--- config.mk ---
export PLATFORM = sky130hd
export DESIGN_NAME = b11_stim_tx
export DESIGN_NICKNAME = d
export VERILOG_FILES = /design/src/rtl/b11_stim_tx.sv
export SDC_FILE = /design/constraint.sdc
export NUM_CORES = 1
export LEC_CHECK = 0
export BUFFER_PORTS_ARGS = -buffer_cell sky130_fd_sc_hd__buf_2
export CAP_MARGIN = 20
export CORE_AREA = 2 2 73 75
export CTS_CLUSTER_DIAMETER = 80
export DETAILED_ROUTE_END_ITERATION = 10
export DIE_AREA = 0 0 75 77
export SLEW_MARGIN = 20
export SYNTH_ARGS = -nofsm -noshare
export SYNTH_HDL_FRONTEND = slang
export SYNTH_SLANG_ARGS = --single-unit
--- constraint.sdc ---
create_clock -name clock -period 5 [get_ports clock]
set_input_delay 1 -clock clock [delete_from_list [all_inputs] [get_ports clock]]
set_output_delay 1 -clock clock [all_outputs]
set_load 0.01 [all_outputs]
--- src/rtl/b11_stim_tx.sv ---
// Transmit side of the b11 x_in/stbi word interface: strobes one word
// into the scrambler, waits GAP cycles, then samples x_out as the result.
module b11_stim_tx #(
    parameter int unsigned GAP   = 16,
    parameter int unsigned CNT_W = 8
) (
    input  logic             clock,
    input  logic             reset,
    input  logic             in_valid,
    input  logic [5:0]       in_data,
    output logic             in_ready,
    output logic [5:0]       x_in,
    output logic             stbi,
    input  logic [5:0]       res_in,
    output logic             res_valid,
    output logic [5:0]       res_data,
    output logic             res_skip,
    output logic [CNT_W-1:0] tx_count
);

    typedef enum logic [2:0] {
        ST_WARM,
        ST_IDLE,
        ST_SEND,
        ST_WAIT,
        ST_DONE
    } state_e;

    localparam logic [7:0] WARM_LAST = 8'd1;
    localparam logic [7:0] GAP_LAST  = 8'(GAP - 1);

    state_e           state_q, state_d;
    logic [7:0]       cnt_q, cnt_d;
    logic [5:0]       x_in_q, x_in_d;
    logic             stbi_q, stbi_d;
    logic             in_ready_q, in_ready_d;
    logic             res_valid_q, res_valid_d;
    logic [5:0]       res_data_q, res_data_d;
    logic             res_skip_q, res_skip_d;
    logic [CNT_W-1:0] tx_count_q, tx_count_d;
    logic             word_skip;

    // The scrambler ignores words in 27..62, leaving x_out stale.
    assign word_skip = (x_in_q != 6'd0) && (x_in_q != 6'd63)
                    && (x_in_q > 6'd26);

    always_ff @(posedge clock) begin
        if (reset) begin
            state_q     <= ST_WARM;
            cnt_q       <= '0;
            x_in_q      <= '0;
            stbi_q      <= 1'b1;
            in_ready_q  <= 1'b0;
            res_valid_q <= 1'b0;
            res_data_q  <= '0;
            res_skip_q  <= 1'b0;
            tx_count_q  <= '0;
        end else begin
            state_q     <= state_d;
            cnt_q       <= cnt_d;
            x_in_q      <= x_in_d;
            stbi_q      <= stbi_d;
            in_ready_q  <= in_ready_d;
            res_valid_q <= res_valid_d;
            res_data_q  <= res_data_d;
            res_skip_q  <= res_skip_d;
            tx_count_q  <= tx_count_d;
        end
    end

    always_comb begin
        state_d     = state_q;
        cnt_d       = cnt_q;
        x_in_d      = x_in_q;
        stbi_d      = 1'b1;
        in_ready_d  = 1'b0;
        res_valid_d = 1'b0;
        res_data_d  = res_data_q;
        res_skip_d  = res_skip_q;
        tx_count_d  = tx_count_q;
        unique case (state_q)
            ST_WARM: begin
                if (cnt_q == WARM_LAST) begin
                    state_d    = ST_IDLE;
                    cnt_d      = '0;
                    in_ready_d = 1'b1;
                end else begin
                    cnt_d = cnt_q + 8'd1;
                end
            end
            ST_IDLE: begin
                in_ready_d = 1'b1;
                if (in_valid && in_ready_q) begin
                    state_d    = ST_SEND;
                    x_in_d     = in_data;
                    tx_count_d = tx_count_q + CNT_W'(1);
                    stbi_d     = 1'b0;
                    in_ready_d = 1'b0;
                end
            end
            ST_SEND: begin
                state_d = ST_WAIT;
                cnt_d   = '0;
            end
            ST_WAIT: begin
                if (cnt_q == GAP_LAST) begin
                    state_d     = ST_DONE;
                    cnt_d       = '0;
                    res_valid_d = 1'b1;
                    res_data_d  = res_in;
                    res_skip_d  = word_skip;
                end else begin
                    cnt_d = cnt_q + 8'd1;
                end
            end
            ST_DONE: begin
                state_d    = ST_IDLE;
                in_ready_d = 1'b1;
            end
            default: begin
                state_d = ST_WARM;
                cnt_d   = '0;
            end
        endcase
    end

    assign in_ready  = in_ready_q;
    assign x_in      = x_in_q;
    assign stbi      = stbi_q;
    assign res_valid = res_valid_q;
    assign res_data  = res_data_q;
    assign res_skip  = res_skip_q;
    assign tx_count  = tx_count_q;

endmodule

==> results.yml <==
status:
  status: "complete, no violations"
sta:
  fmax_ghz: 0.459
  period_share_pct: 43.6
  rsz0062_at_grt: "false"
  slew_viol_final: 0
  fin_hold_ws_ns: 0.468
  tns_ns: 0
  skew_ns: 0.00573
  slew_headroom_pct: 52.5
  worst_pin_slew_ns: 0.706
  setup_viol: 0
  period_minus_slack_ns: 2.18
  layout_setup_ws_ns: 2.82
  hold_viol: 0
place:
  dpl.cell_count: 293
  place_area_um2: 1870
  io_buffer_count: 38
  dp_hpwl_um: 2470
  dp_slack_ns: 2.68
  gp_congestion: 0.785
layout:
  final_cell_area_um2: 1970
  final_util_pct: 39.7
  final_cells: 301
  antennaDiodeCount: 0
  syn_to_final_growth_pct: 20.0
  nFillCells: 534
  layout-drive-gt1-share_pct: 21.2
  layout.nets: 248
pwr:
  p_leak_nw: 0.752
  power.density_nw_per_um2: 372
  peakVddDrop_v: 0.000180
  p_total_mw: 0.734
synthesis:
  ys_seq_elements: 35
  synth_top_area_share_pct: 42.6
  synth_fp_nets: 214
  ys_seq_area_share_pct: 42.6
  yosysWarnings: 0
  synth_edf_count: 0
  yosysMostFrequentCell: "dfxtp_1"
  async_flop_share_pct: 0
  synth_common_cells: "dfxtp_1 (35), nand2_1 (24), a21oi_1 (20)"
  synth_cell_types: 42
  syn_inst: 196
  syn_area_um2: 1650
  ys.flop_type: "dfxtp_1"
  synthTopCellsByArea: "dfxtp_1 (43%), a21oi_1 (6.1%), nand2_1 (5.5%), nor2_1 (4.3%), mux2i_1 (3.7%)"
  syn_area_per_cell_um2: 8.39
  yosysTopAreaCell: "dfxtp_1"
cts:
  clk_pin_slew_ns: 0.07
  cts_max_path_buffers: 2
  clock_sinks: 35
  htreeDepth: 2
  postCtsSetupBuffers: 0
  tritoncts: "yes"
  ctsResizeCount: 0
  clock-root-buffer: "clkbuf_8"
  hold_buffers: 0
  clk_latency_ns: 0.28
  numCtsBuffers: 5
worst_hold_path:
  hold_path.class: "reg -> reg"
  hold_end: "res_skip"
  hold_depth: 2
  hp-start: "res_skip"
worst_setup_path:
  r2r_end: "cnt_q[2]"
  r2r_slack_ns: 2.82
  slowest_delay_ns: 0.59
  required_ns: 5.17
  cp_cell_sequence: "or3b_1 -> o21ai_1 -> a2111oi_0 -> a311o_1"
  endpoint_kind: "flip-flop"
  crit_arrival_ns: 2.35
  path_class: "reg -> reg"
  worstPathMaxFanout: 15
  cp-start-kind: "flip-flop"
  crit_slowest_cell: "or3b_1"
  ff2ff_path_depth: 4
  r2r_start: "state_q[0]"
global_routing:
  grt_max_degree: 36
  antenna_found_initial: 0
  grt_pass1_wl_um: 6300
  grt_overflow: 0
  grt.total_usage_pct: 13.7
  grt_pass1_vias: 1420
floorplanning:
  initial_core_util_pct: 33.1
  die_x_um: 75
  die_y_um: 77
  fp.coreArea_um2: 4980
  io_pins: 39
  row_count: 26
  dieArea_um2: 5780
route:
  ant_nets: 0
  dr.pass1.iters: 4
  drc: 0
  wire_per_inst_um: 11.8
  vias: 1474
  routed_via_density: 4.90
  wirelength_um: 3550
  drtIter0Drc: 77
run:
  cap_violations: 0
layout make-up:
| cell class | instances | area (µm²) | share of cell area, % |
|---|---|---|---|
| Clock buffer | 8 | 100 | 5.07 |
| Inverter | 7 | 26.3 | 1.33 |
| Multi-Input combinational cell | 143 | 870 | 44.0 |
| Sequential cell | 35 | 701 | 35.5 |
| Tap cell | 70 | 87.6 | 4.44 |
| Timing Repair Buffer | 38 | 190 | 9.63 |
layer usage:
metal  global-route usage, %  routed length, µm  vias up  share of wire [%]
met5                       0                  0        -                  0
met1                    18.8               1800      668                 51
li1                        -                  -      771                  -
met3                    3.68                144        2                4.1
met2                    20.6               1570       33                 44
met4                    4.29                 34        0               0.96
registers in the layout (all words and copies together), names as in the netlist:
register and cells:
res_data 6, res_valid 1, x_in 6, stbi 1, res_skip 1, tx_count 8, in_ready 1, cnt_q 8
state_q 3
critical path, delay by kind of cell (launching register included):
kind               cells  cell delay (ns)
AOI/OAI and AO/OA      3             0.96
DFF                    1             0.52
and+or+nand+nor        1             0.59
how the worst max path moves through the flow:
stage,from,endpoint,cells past startpoint
floorplan,in_valid,tx_count[0],5
global placement,in_valid,tx_count[4],5
detailed placement,in_valid,tx_count[6],5
CTS,state_q[0],cnt_q[2],4
global route,state_q[0],tx_count[4],4
finish,state_q[0],cnt_q[2],4
report_power, final:
part / switching, mW / leakage (nW) / internal, mW
Sequential: 0.0336 / 0.283 / 0.299
Clock: 0.0956 / 0.0515 / 0.126
Combinational: 0.112 / 0.417 / 0.0677
Total: 0.241 / 0.752 / 0.493
placed cells by master, fill, tap and decap left out, drive strengths merged, types with 4 or more instances in the layout:
| cell type | n |
|---|---|
| buf | 38 |
| nor3 | 4 |
| nand2b | 4 |
| nor4 | 5 |
| nand2 | 24 |
| o21ai | 11 |
| dfxtp | 35 |
| nor2 | 19 |
| nand3 | 4 |
| mux2i | 6 |
| a21oi | 20 |
| nand4 | 6 |
| clkbuf | 8 |
| inv | 7 |
| xnor2 | 5 |
logic make-up (layout without fill, tap and decap cells):
logic type / after synthesis / in the layout / synth area share, %
compound gates: 50 / 50 / 19.3
xor+xnor: 5 / 5 / 2.66
fa+ha+maj: 3 / 3 / 2.28
buf+inv: 18 / 53 / 4.56
flops: 35 / 35 / 42.6
mux: 6 / 6 / 3.65
simple gates: 79 / 79 / 24.9
Note: power is estimated with default switching activity, not from simulation.
